===== config.mk =====
export PLATFORM = sky130hd
export DESIGN_NAME = square_colour_ctrl_flat
export DESIGN_NICKNAME = d
export VERILOG_FILES = /design/src/rtl/square_colour_ctrl_pkg.sv /design/src/rtl/square_colour_ctrl_if.sv /design/src/rtl/square_colour_ctrl_btn_sync_edge.sv /design/src/rtl/square_colour_ctrl.sv /design/src/flat_wrapper.sv
export SDC_FILE = /design/constraint.sdc
export NUM_CORES = 1
export LEC_CHECK = 0
export ABC_AREA = 0
export CAP_MARGIN = 20
export CORE_MARGIN = 2
export CORE_UTILIZATION = 35
export DETAILED_ROUTE_END_ITERATION = 8
export GPL_TIMING_DRIVEN = 0
export SLEW_MARGIN = 10
export SYNTH_ARGS = -nofsm -noshare
export SYNTH_HDL_FRONTEND = slang
export SYNTH_HIERARCHICAL = 1
export SYNTH_SLANG_ARGS = --single-unit

===== constraint.sdc =====
create_clock -name CLK -period 5.04 [get_ports CLK]
set_input_delay 1.008 -clock CLK [delete_from_list [all_inputs] [get_ports CLK]]
set_output_delay 1.008 -clock CLK [all_outputs]
set_load 0.02 [all_outputs]

===== src/rtl/square_colour_ctrl_pkg.sv =====
// square_colour_ctrl_pkg
// Shared types and constants for the three-square colour display task.
// Contents:
//   state_t            - controller FSM states (IDLE, LOCKOUT, RELEASE)
//   WHITE..BLACK       - colour indices, shared with the pixel colouring logic
//   DEFAULT_LOCKOUT_MS - default post-press lockout length in 1 ms ticks
//   next_colour        - colour increment with wrap
//   rr_next, onehot3   - helpers for the three-way round-robin arbiter
package square_colour_ctrl_pkg;

  typedef enum logic [1:0] {
    IDLE    = 2'd0,
    LOCKOUT = 2'd1,
    RELEASE = 2'd2
  } state_t;

  localparam logic [2:0] WHITE  = 3'd0;
  localparam logic [2:0] RED    = 3'd1;
  localparam logic [2:0] GREEN  = 3'd2;
  localparam logic [2:0] BLUE   = 3'd3;
  localparam logic [2:0] ORANGE = 3'd4;
  localparam logic [2:0] BLACK  = 3'd5;

  localparam int DEFAULT_LOCKOUT_MS = 200;

  // Wraps from num-1 back to 0; num must be at most 8 to fit the 3-bit index.
  function automatic logic [2:0] next_colour(input logic [2:0] c, input int num);
    return (c == 3'(num - 1)) ? 3'd0 : c + 3'd1;
  endfunction

  // Next button index modulo 3.
  function automatic logic [1:0] rr_next(input logic [1:0] i);
    return (i == 2'd2) ? 2'd0 : i + 2'd1;
  endfunction

  function automatic logic [2:0] onehot3(input logic [1:0] i);
    return 3'b001 << i;
  endfunction

endpackage


===== src/rtl/square_colour_ctrl_if.sv =====
// square_colour_ctrl_if
// Bundles the controller's inputs (tick, enable, raw buttons) and its outputs
// (colour indices, grant, busy, match flags).
// Modports:
//   master - the side that drives tick_1ms/en/btn and observes the results
//   slave  - the controller itself
interface square_colour_ctrl_if;
  logic       tick_1ms;
  logic       en;
  logic [2:0] btn;
  logic [2:0] colour0;
  logic [2:0] colour1;
  logic [2:0] colour2;
  logic [1:0] grant_idx;
  logic       busy;
  logic       match_red;
  logic       match_orange;

  modport master (
    output tick_1ms, en, btn,
    input  colour0, colour1, colour2, grant_idx, busy, match_red, match_orange
  );

  modport slave (
    input  tick_1ms, en, btn,
    output colour0, colour1, colour2, grant_idx, busy, match_red, match_orange
  );
endinterface


===== src/rtl/square_colour_ctrl_btn_sync_edge.sv =====
// btn_sync_edge
// Two-flop synchroniser for one raw pushbutton plus a one-CLK rising-edge pulse.
// Ports:
//   CLK, RST - clock, asynchronous active-high reset
//   din      - raw asynchronous button level
//   level    - synchronised level (second flop)
//   rise     - high for one CLK when the synchronised level goes 0 -> 1
module btn_sync_edge (
  input  logic CLK,
  input  logic RST,
  input  logic din,
  output logic level,
  output logic rise
);

  logic s1, s2, s2_d;

  // s2_d keeps running regardless of the controller's enable, so a button
  // already held when the task is enabled never produces an edge.
  always_ff @(posedge CLK or posedge RST) begin
    if (RST) begin
      s1   <= 1'b0;
      s2   <= 1'b0;
      s2_d <= 1'b0;
    end else begin
      s1   <= din;
      s2   <= s1;
      s2_d <= s2;
    end
  end

  assign level = s2;
  assign rise  = s2 & ~s2_d;

endmodule


===== src/rtl/square_colour_ctrl.sv =====
// square_colour_ctrl
// Input controller for the three-square colour display task. Synchronises and
// edge-detects three buttons, records presses in a sticky pending register,
// serves them one at a time round-robin, and holds off further service for a
// shared lockout (LOCKOUT_MS ticks) followed by release of the granted button.
// Ports:
//   CLK, RST - clock, asynchronous active-high reset
//   bus      - slave side of square_colour_ctrl_if:
//              tick_1ms, en, btn[2:0] in;
//              colour0..2, grant_idx, busy, match_red, match_orange out
// Parameters: LOCKOUT_MS must be >= 1; NUM_COLOURS must be <= 8.
module square_colour_ctrl
  import square_colour_ctrl_pkg::*;
#(
  parameter int LOCKOUT_MS  = DEFAULT_LOCKOUT_MS,
  parameter int NUM_COLOURS = 6
) (
  input logic                 CLK,
  input logic                 RST,
  square_colour_ctrl_if.slave bus
);

  localparam int TW = $clog2(LOCKOUT_MS + 1);
  localparam logic [TW-1:0] TIMER_LOAD = TW'(LOCKOUT_MS);
  localparam logic [TW-1:0] TIMER_ONE  = TW'(1);

  logic [2:0]    level;
  logic [2:0]    rise;

  state_t        state, state_n;
  logic [TW-1:0] timer, timer_n;
  logic [2:0]    pending, pending_n;
  logic [2:0]    colour_q [3];
  logic [2:0]    colour_n [3];
  logic [1:0]    grant_q, grant_n;
  logic          match_red_q, match_orange_q;

  logic          grant_hit;
  logic [1:0]    grant_sel;
  logic [1:0]    cand;
  logic          held;

  for (genvar i = 0; i < 3; i++) begin : g_sync
    btn_sync_edge u_sync (
      .CLK   (CLK),
      .RST   (RST),
      .din   (bus.btn[i]),
      .level (level[i]),
      .rise  (rise[i])
    );
  end

  // Round-robin search starts just after the last granted button.
  always_comb begin
    grant_hit = 1'b0;
    grant_sel = grant_q;
    cand      = rr_next(grant_q);
    for (int k = 0; k < 3; k++) begin
      if (!grant_hit && pending[cand]) begin
        grant_hit = 1'b1;
        grant_sel = cand;
      end
      cand = rr_next(cand);
    end
  end

  assign held = |(level & onehot3(grant_q));

  always_comb begin
    state_n   = state;
    timer_n   = timer;
    pending_n = pending;
    colour_n  = colour_q;
    grant_n   = grant_q;

    case (state)
      IDLE: begin
        pending_n = pending | rise;
        if (grant_hit) begin
          pending_n = pending_n & ~onehot3(grant_sel);
          for (int j = 0; j < 3; j++) begin
            if (grant_sel == 2'(j)) colour_n[j] = next_colour(colour_q[j], NUM_COLOURS);
          end
          grant_n = grant_sel;
          timer_n = TIMER_LOAD;
          state_n = LOCKOUT;
        end
      end
      // Edges arriving here are deliberately dropped.
      LOCKOUT: begin
        if (bus.tick_1ms) begin
          if (timer <= TIMER_ONE) begin
            timer_n = '0;
            state_n = RELEASE;
          end else begin
            timer_n = timer - TIMER_ONE;
          end
        end
      end
      RELEASE: begin
        pending_n = pending | rise;
        if (!held) state_n = IDLE;
      end
      default: state_n = IDLE;
    endcase

    // Disabling the task clears everything except the arbitration pointer.
    if (!bus.en) begin
      state_n   = IDLE;
      timer_n   = '0;
      pending_n = '0;
      for (int j = 0; j < 3; j++) colour_n[j] = WHITE;
    end
  end

  always_ff @(posedge CLK or posedge RST) begin
    if (RST) begin
      state          <= IDLE;
      timer          <= '0;
      pending        <= '0;
      grant_q        <= 2'd2;
      match_red_q    <= 1'b0;
      match_orange_q <= 1'b0;
      for (int j = 0; j < 3; j++) colour_q[j] <= WHITE;
    end else begin
      state          <= state_n;
      timer          <= timer_n;
      pending        <= pending_n;
      grant_q        <= grant_n;
      colour_q       <= colour_n;
      match_red_q    <= (colour_q[0] == RED) && (colour_q[1] == RED) && (colour_q[2] == RED);
      match_orange_q <= (colour_q[0] == ORANGE) && (colour_q[1] == ORANGE) &&
                        (colour_q[2] == ORANGE);
    end
  end

  assign bus.colour0      = colour_q[0];
  assign bus.colour1      = colour_q[1];
  assign bus.colour2      = colour_q[2];
  assign bus.grant_idx    = grant_q;
  assign bus.busy         = (state != IDLE);
  assign bus.match_red    = match_red_q;
  assign bus.match_orange = match_orange_q;

endmodule


===== src/flat_wrapper.sv =====
// flat-port wrapper written by rule: the top's interface ports become plain ports
module square_colour_ctrl_flat import square_colour_ctrl_pkg::*;
#(
  parameter int LOCKOUT_MS  = DEFAULT_LOCKOUT_MS,
  parameter int NUM_COLOURS = 6
)
  (CLK, RST, bus_tick_1ms, bus_en, bus_btn, bus_colour0, bus_colour1, bus_colour2, bus_grant_idx, bus_busy, bus_match_red, bus_match_orange);
  square_colour_ctrl_if bus_i ();
  input logic CLK;
  input logic RST;
  input wire logic [$bits(bus_i.tick_1ms)-1:0] bus_tick_1ms;
  input wire logic [$bits(bus_i.en)-1:0] bus_en;
  input wire logic [$bits(bus_i.btn)-1:0] bus_btn;
  output wire logic [$bits(bus_i.colour0)-1:0] bus_colour0;
  output wire logic [$bits(bus_i.colour1)-1:0] bus_colour1;
  output wire logic [$bits(bus_i.colour2)-1:0] bus_colour2;
  output wire logic [$bits(bus_i.grant_idx)-1:0] bus_grant_idx;
  output wire logic [$bits(bus_i.busy)-1:0] bus_busy;
  output wire logic [$bits(bus_i.match_red)-1:0] bus_match_red;
  output wire logic [$bits(bus_i.match_orange)-1:0] bus_match_orange;
  assign bus_i.tick_1ms = bus_tick_1ms;
  assign bus_i.en = bus_en;
  assign bus_i.btn = bus_btn;
  assign bus_colour0 = bus_i.colour0;
  assign bus_colour1 = bus_i.colour1;
  assign bus_colour2 = bus_i.colour2;
  assign bus_grant_idx = bus_i.grant_idx;
  assign bus_busy = bus_i.busy;
  assign bus_match_red = bus_i.match_red;
  assign bus_match_orange = bus_i.match_orange;
  square_colour_ctrl #(.LOCKOUT_MS(LOCKOUT_MS), .NUM_COLOURS(NUM_COLOURS)) u_core (.CLK(CLK), .RST(RST), .bus(bus_i));
endmodule

==> summary.md <==
| Metric | Value |
|---|---|
| Result of the run | `finished clean` |
| Smallest setup slack after layout | `2380 ps` |
| Fraction of post-synthesis cell area in the top cell type by area | `0.480` |
| Leakage power of the design | `about 0.93 nW` |
| Die height | `75.1 um` |
| Reg2Reg Capture Point | `u_core/timer[4]` |
| Number of cells traversed by the worst register-to-register path | `6` |
| Top area cells in the synthesized netlist | `dfrtp_1 (48%), nand2_1 (3.6%), a21oi_1 (3.4%)` |
| I/O Pins | `21` |
| # hold bufs at CTS | `0` |
| Primary flip-flop cell chosen by synthesis mapping | `dfrtp_1` |
| Peak supply drop | `0.000205 V` |
| Switching power share of the total | `0.346` |
| Share of the clock period used by the worst path after layout | `0.529` |
| Part of the total power dissipated in sequential elements | `0.408` |
| Total number of vias | `1,348` |
| Internal power consumption | `0.000584 W` |
| Resized cells post-CTS | `0` |
| Worst R2R Start | `u_core/timer[0]` |
| Synth Instances | `168` |
| Via density per instance | `5.13` |
| Register area | `877 um^2` |
| Die outline area | `5650 um^2` |
| RSZ-0062 raised after global routing | `no` |
| Total of fill cells in the finished design | `478` |
| Count of cell types in the netlist | `50` |
| Kind of end point of the critical path | `output port` |
| Total standard cell area after synthesis | `1770 um^2` |
| CTS sink cnt | `35` |
| Input/output buffers | `19` |
| Detail Route Antenna Nets | `0` |
| Die boundary width | `about 75 um` |
| Floorplan row count | `25` |
| Part of the power in the clock network | `0.283` |
| Critical path type | `reg2out` |
| Fraction of layout cells with a size suffix above 1 | `0.163` |
| Final count of hold timing violations | `0` |
| TritonCTS clock tree | `yes` |
| Number of iterations in the first detailed-routing pass | `4` |
| Total track usage | `0.136` |
| Sequential element share of the synthesized area | `0.495` |
| Reg-to-reg slack, setup | `3060 ps` |
| Worst Setup EP | `bus_busy` |
| EDFF count, synth | `0` |
| Number of remaining DRC errors | `0` |
| Root buffer cell | `clkbuf_8` |
| Clk buf depth | `2` |
| Total detailed-routing wirelength | `3460 um` |
| Finish-stage setup viols | `0` |
| Final Wtd Congestion | `between 0.8 and 0.9` |
| Insertion delay to the later sink of the worst-skew pair | `290 ps` |
| Switching pwr | `between 0.0003 and 0.0004 W` |
| Number of standard cells in the layout, taps in and fillers out | `between 200 and 300` |
| Detailed placer's ending HPWL | `~2500 um` |
| Number of global-route vias before repair | `1,261` |
| Post-Synthesis Net Count | `177` |
| Post-place setup slack | `2490 ps` |
| Max-cap viol count | `0` |
| Final net count | `204` |
| Number of violations reported at the end of detailed-routing iteration 0 | `90` |
| Placed Cells incl. Taps | `254` |
| Layout Area Growth over Synthesis | `23.4%` |
| Slew Limit Headroom | `0.597` |
| Actual transition at the worst max-transition pin | `between 500 and 600 ps` |
| Crit path launch type | `register` |
| Antenna violations before repair | `0` |
| Total CTS buffers | `5` |
| Mean routed wirelength per cell | `13.2 um` |
| Mapped Avg Cell Area | `10.5 um^2` |
| Starting density of the core | `0.368` |
| Clock transition at the register clock pins on the worst setup and hold paths after CTS | `70 ps` |
| Pwr/cell area | `between 400 and 500 nW/um^2` |
| Worst Path Max Fanout | `10` |
| Upper clock frequency limit | `around 0.38 GHz` |
| Comb power frac | `0.310` |
| Worst min-delay path class | `reg2reg` |
| Worst-case clock skew | `11.9 ps` |
| Total of flip-flops plus latches after synthesis | `35` |
| Pin count of the biggest net entering global routing | `27` |
| Total overflow reported by the global router | `0` |
| Worst setup startpoint | `u_core/state[0]` |
| Critical Path RT | `approximately 4000 ps` |
| Fin Setup TNS | `0 ps` |
| Fin. max-slew vios | `0` |
| YS warnings | `6` |
| Antenna cells | `0` |
| Post-CTS setup repair buffer count | `0` |
| Post-DP Area | `2050 um^2` |
| Share of flip-flops with an asynchronous set or reset after synthesis | `1.00` |
| Multi-input combinational cell area | `between 800 and 900 um^2` |
| Cell type with the largest total area after synthesis | `dfrtp_1` |
| Number of H-tree levels | `2` |
| Design area | `2190 um^2` |
| Data arrival time of the worst path | `1660 ps` |
| Tmin final | `roughly 2700 ps` |
| Wire length of the first global-routing pass | `a little under 6000 um` |
| Placeable core region | `4820 um^2` |
## state kept, by name, summed over array words and instances, names as in the netlist
name	cells
u_core/bus.grant_idx	2
u_core/pending	3
u_core/bus.colour1	3
u_core/timer	8
u_core/g_sync.u_sync/s1	3
u_core/g_sync.u_sync/s2_d	3
u_core/bus.match_red	1
u_core/bus.match_orange	1
u_core/state	2
u_core/g_sync.u_sync/level	3
u_core/bus.colour0	3
u_core/bus.colour2	3
## kinds of logic after synthesis
family | Yosys count | share of synthesized area
AND/OR/NAND/NOR | 71 | 0.256
AO/OA/AOI/OAI | 36 | 0.162
flip-flops | 35 | 0.495
buffers and inverters | 18 | 0.0402
multiplexers | 5 | 0.0282
adder cells (fa/ha/maj) | 2 | 0.0141
XOR/XNOR | 1 | 0.00494
## power by group through the flow
| stage | Clock, W | Sequential, W | Combinational [W] |
|---|---|---|---|
| 3_5_place_dp | 0 | 0.000369 | 0.000274 |
| 2_1_floorplan | 0 | 0.000374 | 0.000189 |
| 3_3_place_gp | 0 | 0.000370 | 0.000272 |
| 6_report | 0.000252 | 0.000364 | 0.000277 |
| 5_1_grt | 0.000273 | 0.000371 | 0.000304 |
| 4_1_cts | 0.000260 | 0.000364 | 0.000274 |
## worst max-delay path: stages (launching register included)
cell and delay [ps]:
dfrtp_1 460, nor2_4 250, inv_1 120, clkdlybuf4s50_1 550
## cells in the mapped netlist (2+ instances only)
cell type	number
o311ai_2	3
buf_2	3
nor2b_4	3
nand3_1	7
o21ai_0	5
mux2i_1	5
nand2_1	17
nor4_1	5
or2_0	2
nand4_1	3
dfrtp_1	34
o211ai_1	2
o22ai_1	2
or3_1	6
a21oi_1	12
nor3_1	4
nand2b_1	3
nor2_1	4
ha_1	2
inv_1	14
nand3b_1	3
## how the worst min path moves through the flow
stage | from | to | slack (ps) | cells past startpoint
finish | u_core/g_sync[1].u_sync/s1 | u_core/g_sync[1].u_sync/level | 350 | 0
global route | u_core/g_sync[1].u_sync/s1 | u_core/g_sync[1].u_sync/level | 370 | 0
CTS | u_core/g_sync[1].u_sync/s1 | u_core/g_sync[1].u_sync/level | 350 | 0
detailed placement | u_core/g_sync[0].u_sync/s1 | u_core/g_sync[0].u_sync/level | 340 | 0
global placement | u_core/g_sync[0].u_sync/s1 | u_core/g_sync[0].u_sync/level | 330 | 0
floorplan | u_core/g_sync[0].u_sync/s1 | u_core/g_sync[0].u_sync/level | 330 | 0
## metrics by stage
step | util | power, W | hold WS (ps)
CTS | 0.448 | 0.000897 | 353
detailed placement | 0.425 | 0.000642 | 336
global placement | 0.425 | 0.000642 | 332
finish | 0.454 | 0.000893 | 349
floorplan | - | 0.000563 | 331
global route | 0.454 | 0.000948 | 365
## cell usage in the layout, fill, tap and decap left out, types with 2 or more instances in the layout
cell,n
clkdlybuf4s50_1,19
o311ai_2,3
nand4_1,3
ha_1,2
nand3b_1,3
mux2i_1,5
clkbuf_8,5
o22ai_1,2
nand2b_1,3
buf_2,3
nand3_1,7
inv_1,14
or3_1,6
or2_0,2
nor3_1,4
nor2_1,4
o21ai_0,5
dfrtp_1,34
nor4_1,5
nand2_1,17
a21oi_1,12
o211ai_1,2
nor2b_4,3
## layer usage
layer,part of all wire,GRT usage,vias up
li1,-,-,665
met1,0.49,0.183,647
met2,0.45,0.214,34
met3,0.051,0.0442,2
met4,0.0055,0.0331,0
met5,0,0,-
## area by class of cell
cell class,count,share of cell area
clock buffers,5,0.0315
inverters,14,0.0240
flip-flops and latches,35,0.401
multi-input cells,115,0.377
well taps,67,0.0384
clock inverters,3,0.0200
plain buffers,4,0.00859
repair buffers,20,0.0996
Note: power is estimated with default switching activity, not from simulation.
==> RTL edit: new RTL, config.mk and constraints unchanged <==
Re-encode `state_t` (3 states) as one-hot, 3 bits wide.
--- a/src/rtl/square_colour_ctrl_pkg.sv
+++ b/src/rtl/square_colour_ctrl_pkg.sv
@@ -8,10 +8,10 @@
 //   rr_next, onehot3   - helpers for the three-way round-robin arbiter
 package square_colour_ctrl_pkg;
 
-  typedef enum logic [1:0] {
-    IDLE    = 2'd0,
-    LOCKOUT = 2'd1,
-    RELEASE = 2'd2
+  typedef enum logic [2:0] {
+    IDLE    = 3'b001,
+    LOCKOUT = 3'b010,
+    RELEASE = 3'b100
   } state_t;
 
   localparam logic [2:0] WHITE  = 3'd0;
Check against the original RTL: same outputs for any inputs over 10 cycles, from zero or initial values and one cycle with RST high; not proved beyond that.
==> RTL edit against the original RTL <==
Critical path depth rose by 1. Global-route usage rose by 1.8 points. Via count increased by 3.8%. Wire length up 6.5%. Sequential cell count rose by 1. Power fell by 12%. Clock power is 21% lower. Non-clock buffer count rose by 3. Area after synthesis is 1.6% higher. Cell area up 0.46%. Synthesized cell count stayed put. Worst setup slack worse by 480 ps.
==> RTL edit: results (changes against the original RTL) <==
| Metric | Value |
|---|---|
| Syn Nets | 177 (unchanged) |
| Inserted Clock Buffers | 5 (unchanged) |
| Largest buffer count on any clock path | 2 (unchanged) |
| Final Max Tran Viols | 0 (unchanged) |
| # Post-CTS Setup Buffers | 0 (unchanged) |
| Drt pass-1 iters | 4 (unchanged) |
| Leak | 0.000956 uW (+2.4%) |
| Critical path fanouts, max | 10 (unchanged) |
| Vias in the first global route | 1344 (+6.6%) |
| Clk pin slew, worst setup/hold paths | 70 ps (about the same) |
| Clk_skew | 4.00 ps (-7.86 ps) |
| Pin count of the biggest net entering global routing | 20 (-26%) |
| All-Layer GR Usage | 0.154 (+0.0183) |
| Register area share after synthesis | 0.502 (+0.00668) |
| Hold_sp | u_core/g_sync[2].u_sync/s1 |
| Share of cells above drive strength 1 | 0.102 (-0.0617) |
| Max FFs per register | 8 (unchanged) |
| Antenna violations before repair | 0 (unchanged) |
| First-pass GRT wire length | 6570 um (+12%) |
| Max stage delay on crit path | 610 ps (+60 ps) |
| Top cells by area, synth | dfrtp_1, mux2i_1, dfstp_2 |
| Fill cell count | 510 (+6.7%) |
| FF-to-FF path depth | 4 (-2) |
| Post-synthesis cell type count | 48 (-4.0%) |
| Fin nets | 205 (+0.49%) |
| Hold Crit Depth | 0 (unchanged) |
| Worst min-delay path category | reg2reg |
| Total wire length | 3690 um (+6.5%) |
| Outcome | finished clean |
| Worst r2r src | u_core/pending[2] |
| Clock Root Buffer | clkbuf_8 |
| Crit path arrival time | 2130 ps (+470 ps) |
| Port Buffers | 20 (+1) |
| Worst-case vdd ir drop | 127 uV (-38%) |
| Most frequent cells after synthesis | dfrtp_1, inv_1, nand2_1 |
| Synth async-reset ratio | 1.00 (unchanged) |
| Ant diodes | 0 (unchanged) |
| Final HPWL DP | 2680 um (+8.3%) |
| Rel. slew slack | 0.634 (+0.0369) |
| GPL Wtd Cong | 0.868 (+1.4%) |
| Largest Register | u_core/timer |
| CTS H-Tree Depth | 2 (unchanged) |
| Yosys warning count | 6 (unchanged) |
| Clock Latency Late Sink | 290 ps (about the same) |
| Crit-path slowest cell | dfstp_2 |
| DP Worst Slack | 2210 ps (-275 ps) |
| Detailed router's first-iteration violation count | 75 (-17%) |
| CTS resizes | 0 (unchanged) |
| Vias per cell | 5.24 (+2.2%) |
| Crit. Startpoint | u_core/state[0] |
## RTL edit: changes by cell type in the layout (fill, tap and decap cells not counted), moves of 4 or more
cell	delta
a21oi_1	-5
clkbuf_1	+5
nand4_1	+5
o21ai_1	+4
nand2_1	-5
nand3_1	-5
## RTL edit: path summary, 6_finish.rpt
path	endpoint	slack (ps)
worst max-delay path	bus_busy	1900
worst max register to register	u_core/timer[6]	3150
worst min register to register	u_core/g_sync[2].u_sync/level	350
max in group asynchronous	u_core/bus.grant_idx[1]	3390
worst min-delay path	u_core/g_sync[2].u_sync/level	350
min in group asynchronous	u_core/g_sync[1].u_sync/level	970
## RTL edit: area by class of cell
type / instances / area share
Buffer: 6 / 0.0120
Clock buffer: 8 / 0.0365
Inverter: 12 / 0.0205
Multi-Input combinational cell: 114 / 0.376
Sequential cell: 36 / 0.411
Tap cell: 70 / 0.0399
Timing Repair Buffer: 21 / 0.104
## RTL edit: critical path, delay by kind of cell (launching register included)
family        cells  cell delay (ps)
buf+inv           3              860
flops             1              610
simple gates      1              370
## RTL edit: per-layer routing
layer  track usage  vias to the layer above  share of wire
li1              -                      687              -
met1         0.212                      669           0.49
met2         0.229                       37           0.44
met3        0.0397                        6          0.049
met4        0.0702                        0          0.020
met5             0                        -              0
## RTL edit: logic make-up (layout without fill, tap and decap cells)
family	Yosys count	in the layout	synth area share
XOR/XNOR	1	1	0.00487
AND/OR/NAND/NOR	66	66	0.250
AO/OA/AOI/OAI	38	38	0.151
buffers and inverters	18	47	0.0396
flip-flops	36	36	0.502
multiplexers	7	7	0.0389
adder cells (fa/ha/maj)	2	2	0.0139
## RTL edit: metrics by stage
step           utilization  total power [uW]  cell area, sq um  hold slack [ps]  instances
5_1_grt              0.435               843              2200              354        267
4_1_cts              0.435               798              2200              353        267
3_3_place_gp         0.414               592              2090              335        258
2_1_floorplan            -               521              1800              331        168
3_5_place_dp         0.420               597              2120              337        259
6_report             0.435               790              2200              352        267
## RTL edit: power breakdown
part	internal (uW)	switching, uW
Sequential	323	46.2
Combinational	108	115
Clock	98.2	100
Total	529	261
